==> config.mk <==
export PLATFORM = sky130hd
export DESIGN_NAME = mem_port_arbiter
export DESIGN_NICKNAME = d
export VERILOG_FILES = /design/src/rtl/mem_port_arbiter.sv
export SDC_FILE = /design/constraint.sdc
export NUM_CORES = 1
export LEC_CHECK = 0
export CORE_ASPECT_RATIO = 0.6
export CORE_UTILIZATION = 38
export DETAILED_ROUTE_END_ITERATION = 6
export GPL_ROUTABILITY_DRIVEN = 0
export GPL_TIMING_DRIVEN = 1
export PLACE_DENSITY_LB_ADDON = 0.2
export SKIP_CTS_REPAIR_TIMING = 1
export SLEW_MARGIN = 5
export SYNTH_ARGS = -nofsm -noshare
export SYNTH_HDL_FRONTEND = slang
export SYNTH_SLANG_ARGS = --single-unit
==> constraint.sdc <==
create_clock -name clk -period 1.6 [get_ports clk]
set_input_delay 0.24 -clock clk [delete_from_list [all_inputs] [get_ports clk]]
set_output_delay 0.24 -clock clk [all_outputs]
set_load 0.01 [all_outputs]
==> src/rtl/mem_port_arbiter.sv <==
// mem_port_arbiter: shares one ready-handshaked memory port between IF fetch and ME load/store,
// with data-over-fetch priority, a fetch starvation guard and a bus timeout.
`default_nettype none

module mem_port_arbiter #(
  parameter int ADDR_W     = 32,
  parameter int DATA_W     = 32,
  parameter int TIMEOUT    = 255,
  parameter int STARVE_MAX = 4
) (
  input  logic                clk,
  input  logic                resetn,
  input  logic                if_req,
  input  logic [ADDR_W-1:0]   if_addr,
  output logic [DATA_W-1:0]   if_rdata,
  output logic                if_done,
  output logic                if_err,
  input  logic                d_req,
  input  logic                d_we,
  input  logic [ADDR_W-1:0]   d_addr,
  input  logic [DATA_W-1:0]   d_wdata,
  input  logic [DATA_W/8-1:0] d_wstrb,
  output logic [DATA_W-1:0]   d_rdata,
  output logic                d_done,
  output logic                d_err,
  output logic                mem_valid,
  output logic                mem_we,
  output logic [ADDR_W-1:0]   mem_addr,
  output logic [DATA_W-1:0]   mem_wdata,
  output logic [DATA_W/8-1:0] mem_wstrb,
  input  logic                mem_ready,
  input  logic [DATA_W-1:0]   mem_rdata,
  output logic                busy,
  output logic                owner
);

  localparam int STRB_W = DATA_W / 8;
  localparam int TCNT_W = (TIMEOUT > 1) ? $clog2(TIMEOUT) : 1;
  localparam int SCNT_W = (STARVE_MAX > 0) ? $clog2(STARVE_MAX + 1) : 1;
  localparam logic [TCNT_W-1:0] TCNT_LAST = TCNT_W'(TIMEOUT - 1);
  localparam logic [SCNT_W-1:0] SCNT_MAX  = SCNT_W'(STARVE_MAX);

  typedef enum logic [1:0] {
    S_IDLE   = 2'd0,
    S_ACCESS = 2'd1,
    S_RESP   = 2'd2
  } state_t;

  state_t              state_q, state_d;
  logic                owner_q, owner_d;
  logic                we_q, we_d;
  logic [ADDR_W-1:0]   addr_q, addr_d;
  logic [DATA_W-1:0]   wdata_q, wdata_d;
  logic [STRB_W-1:0]   wstrb_q, wstrb_d;
  logic [DATA_W-1:0]   if_rdata_q, if_rdata_d;
  logic [DATA_W-1:0]   d_rdata_q, d_rdata_d;
  logic                err_q, err_d;
  logic [TCNT_W-1:0]   tcnt_q, tcnt_d;
  logic [SCNT_W-1:0]   scnt_q, scnt_d;
  logic                fetch_wins;

  always_ff @(posedge clk or negedge resetn) begin
    if (!resetn) begin
      state_q    <= S_IDLE;
      owner_q    <= 1'b0;
      we_q       <= 1'b0;
      addr_q     <= '0;
      wdata_q    <= '0;
      wstrb_q    <= '0;
      if_rdata_q <= '0;
      d_rdata_q  <= '0;
      err_q      <= 1'b0;
      tcnt_q     <= '0;
      scnt_q     <= '0;
    end else begin
      state_q    <= state_d;
      owner_q    <= owner_d;
      we_q       <= we_d;
      addr_q     <= addr_d;
      wdata_q    <= wdata_d;
      wstrb_q    <= wstrb_d;
      if_rdata_q <= if_rdata_d;
      d_rdata_q  <= d_rdata_d;
      err_q      <= err_d;
      tcnt_q     <= tcnt_d;
      scnt_q     <= scnt_d;
    end
  end

  always_comb begin
    state_d    = state_q;
    owner_d    = owner_q;
    we_d       = we_q;
    addr_d     = addr_q;
    wdata_d    = wdata_q;
    wstrb_d    = wstrb_q;
    if_rdata_d = if_rdata_q;
    d_rdata_d  = d_rdata_q;
    err_d      = err_q;
    tcnt_d     = tcnt_q;
    scnt_d     = scnt_q;
    fetch_wins = if_req && (!d_req || (scnt_q == SCNT_MAX));

    case (state_q)
      S_IDLE: begin
        if (if_req || d_req) begin
          owner_d = !fetch_wins;
          tcnt_d  = '0;
          state_d = S_ACCESS;
          if (fetch_wins) begin
            addr_d  = if_addr;
            we_d    = 1'b0;
            wstrb_d = '0;
            scnt_d  = '0;
          end else begin
            addr_d  = d_addr;
            we_d    = d_we;
            wdata_d = d_wdata;
            wstrb_d = d_we ? d_wstrb : '0;
            if (if_req && (scnt_q != SCNT_MAX)) begin
              scnt_d = scnt_q + SCNT_W'(1);
            end
          end
        end
      end
      S_ACCESS: begin
        // ready takes precedence over a timeout expiring on the same edge
        if (mem_ready) begin
          if (!we_q) begin
            if (owner_q) d_rdata_d  = mem_rdata;
            else         if_rdata_d = mem_rdata;
          end
          err_d   = 1'b0;
          state_d = S_RESP;
        end else if ((TIMEOUT != 0) && (tcnt_q == TCNT_LAST)) begin
          if (owner_q) d_rdata_d  = '0;
          else         if_rdata_d = '0;
          err_d   = 1'b1;
          state_d = S_RESP;
        end else begin
          tcnt_d = tcnt_q + TCNT_W'(1);
        end
      end
      S_RESP: begin
        state_d = S_IDLE;
      end
      default: begin
        state_d = S_IDLE;
      end
    endcase
  end

  assign mem_valid = (state_q == S_ACCESS);
  assign mem_we    = we_q;
  assign mem_addr  = addr_q;
  assign mem_wdata = wdata_q;
  assign mem_wstrb = wstrb_q;
  assign busy      = (state_q != S_IDLE);
  assign owner     = owner_q;
  assign if_done   = (state_q == S_RESP) && !owner_q;
  assign d_done    = (state_q == S_RESP) && owner_q;
  assign if_err    = if_done && err_q;
  assign d_err     = d_done && err_q;
  assign if_rdata  = if_rdata_q;
  assign d_rdata   = d_rdata_q;

endmodule

`default_nettype wire

* After elaboration in Yosys (flattened, before gate mapping)
Cells that the tools add are included.
** Operators by class
- $add $sub $neg :: 2
- Multipliers :: 0
- Divide/modulo/power cells :: 0
- Magnitude comparators :: 0
- Equal/unequal tests :: 10
- Shift-type cells :: 0
- Mux-type cells :: 26
- Bitwise gates (word level) :: 2
- Reductions and logical operators :: 24
** Operators with widths (count)
- two-way mux 32 bit :: 11
- two-way mux 8 bit :: 3
- one-hot mux 8 bit (2 select lines) :: 1
- AND reduction 4 bit :: 3
- adder 8 x 1 -> 8 bit, second input constant :: 1
- == test 8 bit, second input constant :: 1
- two-way mux 4 bit :: 2
- inequality test 2 bit, second input constant :: 4
- nonzero test 2 bit :: 4
- logical AND 1 bit :: 6
- two-way mux 2 bit :: 3
- two-way mux 3 bit :: 2
- AND reduction 2 bit :: 3
- AND reduction 3 bit :: 2
- one-hot mux 2 bit (2 select lines) :: 1
- adder 3 x 1 -> 3 bit, second input constant :: 1
- == test 3 bit, second input constant :: 1
- logical NOT 1 bit :: 3
- two-way mux 1 bit :: 3
- inequality test 3 x 1 -> 1 bit, second input constant :: 1
- inequality test 3 bit, second input constant :: 1
- == test 2 x 1 -> 1 bit, second input constant :: 1
- == test 2 bit, second input constant :: 1
- logical NOT 2 bit :: 1
- other kinds (2) :: 4
** Word-level totals
- Register bits after elaboration :: 148
- Bits in latches :: 0
- RAM bits :: 0
- Bits in read-only memories :: 0
- Bits of input ports :: 138
- Word-level logic and storage cells :: 75
- Memories kept :: 0

* Logic depth before layout (Yosys ltp)
Gate-level depths: netlist of the first run.
- Word-level depth :: 5
- Mapped depth :: 7
- Depth with buffers taken out :: 6

* Worst setup path after synthesis of the first run
Ideal clock, no wire load.
- Path type :: reg-to-reg
- Start :: register state_q[0]
- End :: register wdata_q[18] (netlist: mem_wdata[18])
- Arrival time :: 1.467 ns
- Required time :: 1.473 ns
- Slack :: 0.006 ns
- Cell stages (with the launch flop) :: 7
- Cell sequence :: dfrtp_1 -> nor2_2 -> nand2_1 -> a31oi_1 -> buf_4 -> buf_6 -> mux2_1
** Between the ends
- Cells in the longest elaborated chain, start to end :: 2
** RTL lines
- start: declaration :: RTL line 49 : state_t state_q, state_d;
- start signal: assignment :: RTL line 76 : state_q <= state_d;
- logical NOT 2 bit :: RTL line 104 : case (state_q)
- AND reduction 3 bit (no line)
- end signal: assignment :: RTL line 80 : wdata_q <= wdata_d;
- end: declaration :: RTL line 53 : logic [DATA_W-1:0] wdata_q, wdata_d;
Every way passes these cells.
A chain may end at the register's enable or synchronous reset.

* Worst setup path in the final report of the first run
- Start :: register tcnt_q[0]
- End :: register d_rdata_q[26] (netlist: d_rdata[26])
** Between the ends
- Cells in the longest elaborated chain, start to end :: 3
** RTL lines
- start: declaration :: RTL line 58 : logic [TCNT_W-1:0] tcnt_q, tcnt_d;
- start signal: assignment :: RTL line 85 : tcnt_q <= tcnt_d;
- == test 8 bit :: RTL line 135 : end else if ((TIMEOUT != 0) && (tcnt_q == TCNT_LAST)) begin
- nonzero test 2 bit (no line)
- AND reduction 4 bit (no line)
- end signal: assignment :: RTL line 83 : d_rdata_q <= d_rdata_d;
- end: declaration :: RTL line 56 : logic [DATA_W-1:0] d_rdata_q, d_rdata_d;
Every way passes these cells.

==> metrics.md, run 1 <==
| Metric | Value |
|---|---|
| Layout Nets | 930 |
| Fin. max-slew vios | 0 |
| Drt first pass iters | 7 |
| Startpoint Class | register |
| Failing checks | design-rule violations, negative setup slack |
| Max Root-Sink Buffers | 2 |
| GRT Residual Overflow | 0 |
| Final hold vios | 0 |
| RSZ-0062 raised after global routing | yes |
| Wire per inst | 19.5 um |
| TritonCTS clock tree | done |
| Critical path fanouts, max | 8 |
| DR iter-0 viols | 388 |
| Top post-synthesis cells by area | dfrtp_1, a32o_1, mux2i_1 |
| Top-area cell type share of the netlist area | 0.605 |
| Final ANT Viol Nets | 0 |
| Sequential area share after synthesis | 0.605 |
| Worst clock skew | 0.0135 ns |
| Number of global-route vias before repair | 5325 |
| Post-synth cell types | 44 |
| Pre-CTS setup slack | -0.364 ns |
| Outcome | finished with violations |
| Dominant synthesized flop cell | dfrtp_1 |
| Post-Route WL | 19.6 mm |
| Final Cell Area | 0.0107 sq mm |
| Post-synth EDFFs | 0 |
| Arrival @ worst endpoint | 2.05 ns |
| Setup TNS Final | -4.34 ns |
| Tot GR Track Use | 0.214 |
| Synth async-reset ratio | 1.00 |
| Hold Path Class | input pin to asynchronous set/reset pin |
| I/O pins | 278 |
| Syn Area/Cell | 13.4 sq um |
| Syn Nets | 600 |
| Tmin final | 1.76 ns |
| H-tree depth | 4 |
| Most numerous cell in the Yosys netlist | dfrtp_1 |
| Final worst slack | -0.161 ns |
| Area growth, synth to finish | 75.3% |
| Initial antenna violation count | 0 |
| Die height | 100 um |
| Worst EP required | 1.89 ns |
| Vias | 5229 |
| DRC viols | 14 |
| Crit Path Category | register to register |
| Layout cells sized above 1 | 0.223 |
| Largest net degree at the start of global routing | 65 |
| Yosys reg bits | 148 |
| Worst Setup End Kind | register |
| Buffers added on ports | 277 |
| Ant diodes | 0 |
| Final HPWL DP | 12.6 mm |
| Pwr dens | 1870 mW/mm^2 |
| Die area | 0.0166 sq mm |
| CTS sink cnt | 148 |
| TritonCTS Buffers | 17 |
| Core ar. | 0.0155 sq mm |
| Final Setup Violations | 72 |
| Worst skew pair latency | 0.42 ns |
| Root Buffer | clkbuf_16 |
| First-pass GRT wire length | 27.9 mm |
| Clock Pin Slew Worst Setup and Hold Paths | 0.07 ns |
| Top cells by count, synth | dfrtp_1, a32o_1, nand2_1, o21ai_0, mux2i_1 |
| Row count | 35 |
| Initial Utilization | 0.394 |
| VDD IR max | 0.911 mV |
| Die Wd | 166 um |
| Mapped Cells | 458 |
| Max-Cap Viols | 0 |
| Vias per std cell | 5.21 |
| Leak | 5.29 nW |
| Synth warn | 0 |
| Area leader, netlist | dfrtp_1 |
| Placed Area | 0.00935 sq mm |
| Final period util | 1.10 |
| Post-synthesis cell area | 0.00612 sq mm |
| Worst Tran Pin Value | 0.450 ns |
| Slew HR | 0.699 |
| F_max | 568 MHz |
placed cells by master, fill, tap and decap left out, types with 6 or more instances in the layout:
cell type and n:
nand3_1 8, dfrtp_1 146, o21ai_1 18, o21ai_0 18
buf_4 37, mux2_4 32, nand2_1 36, buf_12 9
dlymetal6s2s_1 55, nor2_1 6, mux2i_1 26, clkbuf_16 23
clkdlybuf4s50_1 215, buf_6 15, a32o_1 67
logic make-up after synthesis:
group / synth area share
flops: 0.605
compound gates: 0.167
simple gates: 0.0613
mux: 0.115
buf+inv: 0.0437
fa+ha+maj: 0.00818
registers in the layout, summed over array words and instances, names as in the netlist, 2 cells and up:
register / cells
d_rdata: 32
if_rdata: 32
mem_addr: 32
mem_wdata: 32
tcnt_q: 8
mem_wstrb: 4
scnt_q: 3
state_q: 2
per-layer routing:
layer  global-route usage  up-vias  share of wire
met5                    0        -              0
met4               0.0712        0         0.0069
met3               0.0647       10          0.065
met2                0.347      179           0.48
met1                0.277     2650           0.44
li1                     -     2390              -
power by group:
group / total [W] / internal, W / switching (W) / leakage [nW]
clock network: 0.00394 / 0.00224 / 0.00171 / 0.279
registers: 0.00647 / 0.00545 / 0.00102 / 1.84
logic: 0.00960 / 0.00556 / 0.00404 / 3.17
total: 0.0200 / 0.0132 / 0.00677 / 5.29
layout make-up:
type	instances	area, sq um
fill	1108	4810
sequential	148	3710
timing repair buffer	343	3670
multi-input combinational	270	2490
clock buffer	19	443
tap	203	254
clock inverter	13	138
inverter	8	32.5
critical path, stage by stage, from the launching register on:
cell	delay (ns)
dfrtp_1	0.38
inv_1	0.07
ha_2	0.20
nand3_4	0.10
nor3_4	0.29
buf_4	0.17
buf_6	0.09
o21ai_4	0.10
a32o_1	0.25
metrics by stage:
step | hold slack [ns] | std cells | util | power [W]
global placement | 0.140 | 944 | 0.602 | 0.0148
CTS | -0.306 | 976 | 0.639 | 0.0191
detailed placement | 0.145 | 944 | 0.602 | 0.0151
floorplan | -0.0556 | 458 | - | 0.0101
finish | 0.262 | 1004 | 0.690 | 0.0200
global route | 0.279 | 1004 | 0.690 | 0.0211
path summary, 6_finish.rpt:
| kind | depth (start not counted) | from | slack, ns | to |
|---|---|---|---|---|
| worst min-delay path | 2 | resetn | 0.26 | if_rdata[10] |
| worst max register to register | 8 | tcnt_q[0] | -0.16 | d_rdata[26] |
| min in group clk | 2 | d_wdata[28] | 0.44 | mem_wdata[28] |
| worst max-delay path | 8 | tcnt_q[0] | -0.16 | d_rdata[26] |
| worst min register to register | 1 | d_rdata[22] | 0.49 | d_rdata[22] |
| max in group asynchronous | 3 | resetn | 0.71 | state_q[0] |
Power figures use the tool's default switching activity.
==> inputs of run 2 (changes only) <==
--- a/config.mk
+++ b/config.mk
@@ -12,7 +12,7 @@
 export GPL_TIMING_DRIVEN = 1
 export PLACE_DENSITY_LB_ADDON = 0.2
 export SKIP_CTS_REPAIR_TIMING = 1
-export SLEW_MARGIN = 5
+export SLEW_MARGIN = 25
 export SYNTH_ARGS = -nofsm -noshare
 export SYNTH_HDL_FRONTEND = slang
 export SYNTH_SLANG_ARGS = --single-unit
==> results of run 2 <==
Same layout as run 1: the final DEF is identical, and so are final timing and power.
==> inputs of run 3 (changes only) <==
--- a/config.mk
+++ b/config.mk
@@ -10,7 +10,8 @@
 export DETAILED_ROUTE_END_ITERATION = 6
 export GPL_ROUTABILITY_DRIVEN = 0
 export GPL_TIMING_DRIVEN = 1
-export PLACE_DENSITY_LB_ADDON = 0.2
+export MAX_ROUTING_LAYER = met4
+export PLACE_DENSITY = 0.77
 export SKIP_CTS_REPAIR_TIMING = 1
 export SLEW_MARGIN = 25
 export SYNTH_ARGS = -nofsm -noshare
==> metrics.md, run 3 (same netlist as run 1, synthesis figures left out) <==
| Metric | Value |
|---|---|
| Crit Path Category | register to output port |
| CTS sink cnt | 148 |
| Root Buffer | clkbuf_16 |
| Fillers | 1064 |
| Leak | 5.13 nW |
| Initial antenna violation count | 0 |
| Ant diodes | 0 |
| Wire per inst | 19.7 um |
| Most frequent cells in the layout | clkdlybuf4s50_1, dfrtp_1, a32o_1 |
| Layout cells sized above 1 | 0.200 |
| Pwr dens | 1880 mW/mm^2 |
| Buffers added on ports | 277 |
| Vias | 5282 |
| Critical path fanouts, max | 4 |
| Number of global-route vias before repair | 5313 |
| Final core occ | 0.682 |
| Placed cell count | 936 |
| Vias per std cell | 5.32 |
| Worst skew pair latency | 0.40 ns |
| Worst Setup SP | state_q[1] |
| Row count | 35 |
| Commonest non-fill, non-tap cell in the layout | clkdlybuf4s50_1 |
| First-pass GRT wire length | 27.3 mm |
| Tot GR Track Use | 0.215 |
| Final hold vios | 0 |
| Hold Path Class | input pin to asynchronous set/reset pin |
| Core ar. | 0.0155 sq mm |
| Layout Nets | 918 |
| Initial Utilization | 0.394 |
| Area growth, synth to finish | 73.2% |
| Startpoint Class | register |
| Post-route insts no fill | 992 |
| Arrival @ worst endpoint | 1.48 ns |
| Worst r2r src | state_q[1] |
| TritonCTS Buffers | 17 |
| Worst EP required | 1.36 ns |
| RSZ-0062 raised after global routing | yes |
| Die Wd | 166 um |
| Final worst slack | -0.121 ns |
| Outcome | finished with violations |
| Worst Setup End Kind | output port |
| I/O pins | 278 |
| Worst Tran Pin Value | 0.485 ns |
| Die area | 0.0166 sq mm |
| Worst clock skew | 0.0131 ns |
| GRT Residual Overflow | 0 |
| Fin. max-slew vios | 0 |
| DRC viols | 16 |
| Slew HR | 0.677 |
| Drt first pass iters | 7 |
| VDD IR max | 1.07 mV |
| Pre-CTS setup slack | -0.382 ns |
| Max-Cap Viols | 0 |
| Max Root-Sink Buffers | 2 |
| Largest net degree at the start of global routing | 65 |
| Setup TNS Final | -4.28 ns |
| H-tree depth | 4 |
| F_max | 581 MHz |
| Post-Route WL | 19.5 mm |
| TritonCTS clock tree | done |
| Die height | 100 um |
| Failing checks | design-rule violations, negative setup slack |
| Tmin final | 1.72 ns |
| DR iter-0 viols | 493 |
| Clock Pin Slew Worst Setup and Hold Paths | 0.07 ns |
| Final HPWL DP | 12.5 mm |
| Final period util | 1.08 |
| Final Setup Violations | 66 |
| Final ANT Viol Nets | 0 |
==> run 3: cell types whose count changed in the layout (fill, tap and decap cells not counted), sizes merged <==
cell / delta
clkinvlp: +2
buf: -14
dlymetal6s2s: -11
o21ai: -2
clkbuf: +3
clkdlybuf4s50: +13
inv: -3
==> run 3: critical path, stage by stage (launching register included) <==
cell	delay, ns
dfrtp_2	0.43
buf_4	0.14
and3b_2	0.21
and2_1	0.17
clkbuf_2	0.13
==> run 3: final cells by class <==
cell class,count,area (sq um),area share
Sequential cell,148,3700,0.349
Inverter,8,35.0,0.00330
Tap cell,203,254,0.0240
Clock buffer,20,457,0.0431
Timing Repair Buffer,333,3600,0.340
Multi-Input combinational cell,268,2420,0.229
Clock inverter,12,121,0.0114
==> run 3: metrics by stage <==
| stage | area, sq um | hold WS (ns) | power [W] |
|---|---|---|---|
| after floorplan | 6120 | -0.0556 | 0.0101 |
| after global placement | 9310 | 0.208 | 0.0146 |
| after detailed placement | 9310 | 0.218 | 0.0150 |
| after CTS | 9880 | -0.223 | 0.0190 |
| after global routing | 10600 | 0.372 | 0.0209 |
| final | 10600 | 0.343 | 0.0199 |
==> run 3: where the power goes <==
group / total, W / switching [W] / internal [W]
logic: 0.00955 / 0.00400 / 0.00555
clock network: 0.00387 / 0.00162 / 0.00225
registers: 0.00650 / 0.00104 / 0.00545
==> run 3: path summary, 6_finish.rpt <==
| path | endpoint | slack (ns) | cells past startpoint |
|---|---|---|---|
| max | d_err | -0.12 | 4 |
| min | mem_wdata[8] | 0.34 | 2 |
| max reg2reg | mem_wdata[19] | -0.11 | 7 |
| min reg2reg | mem_addr[0] | 0.48 | 2 |
| max in group asynchronous | d_rdata[21] | 0.60 | 3 |
| min in group clk | mem_wdata[18] | 0.45 | 2 |
==> run 3: metal layers <==
layer	part of all wire	track usage	routed length, um	up-vias
li1	-	-	-	2370
met2	0.49	0.358	9600	208
met3	0.066	0.0509	1280	19
met4	0.0091	0.0568	178	0
met5	0	-	0	-
met1	0.43	0.267	8480	2685
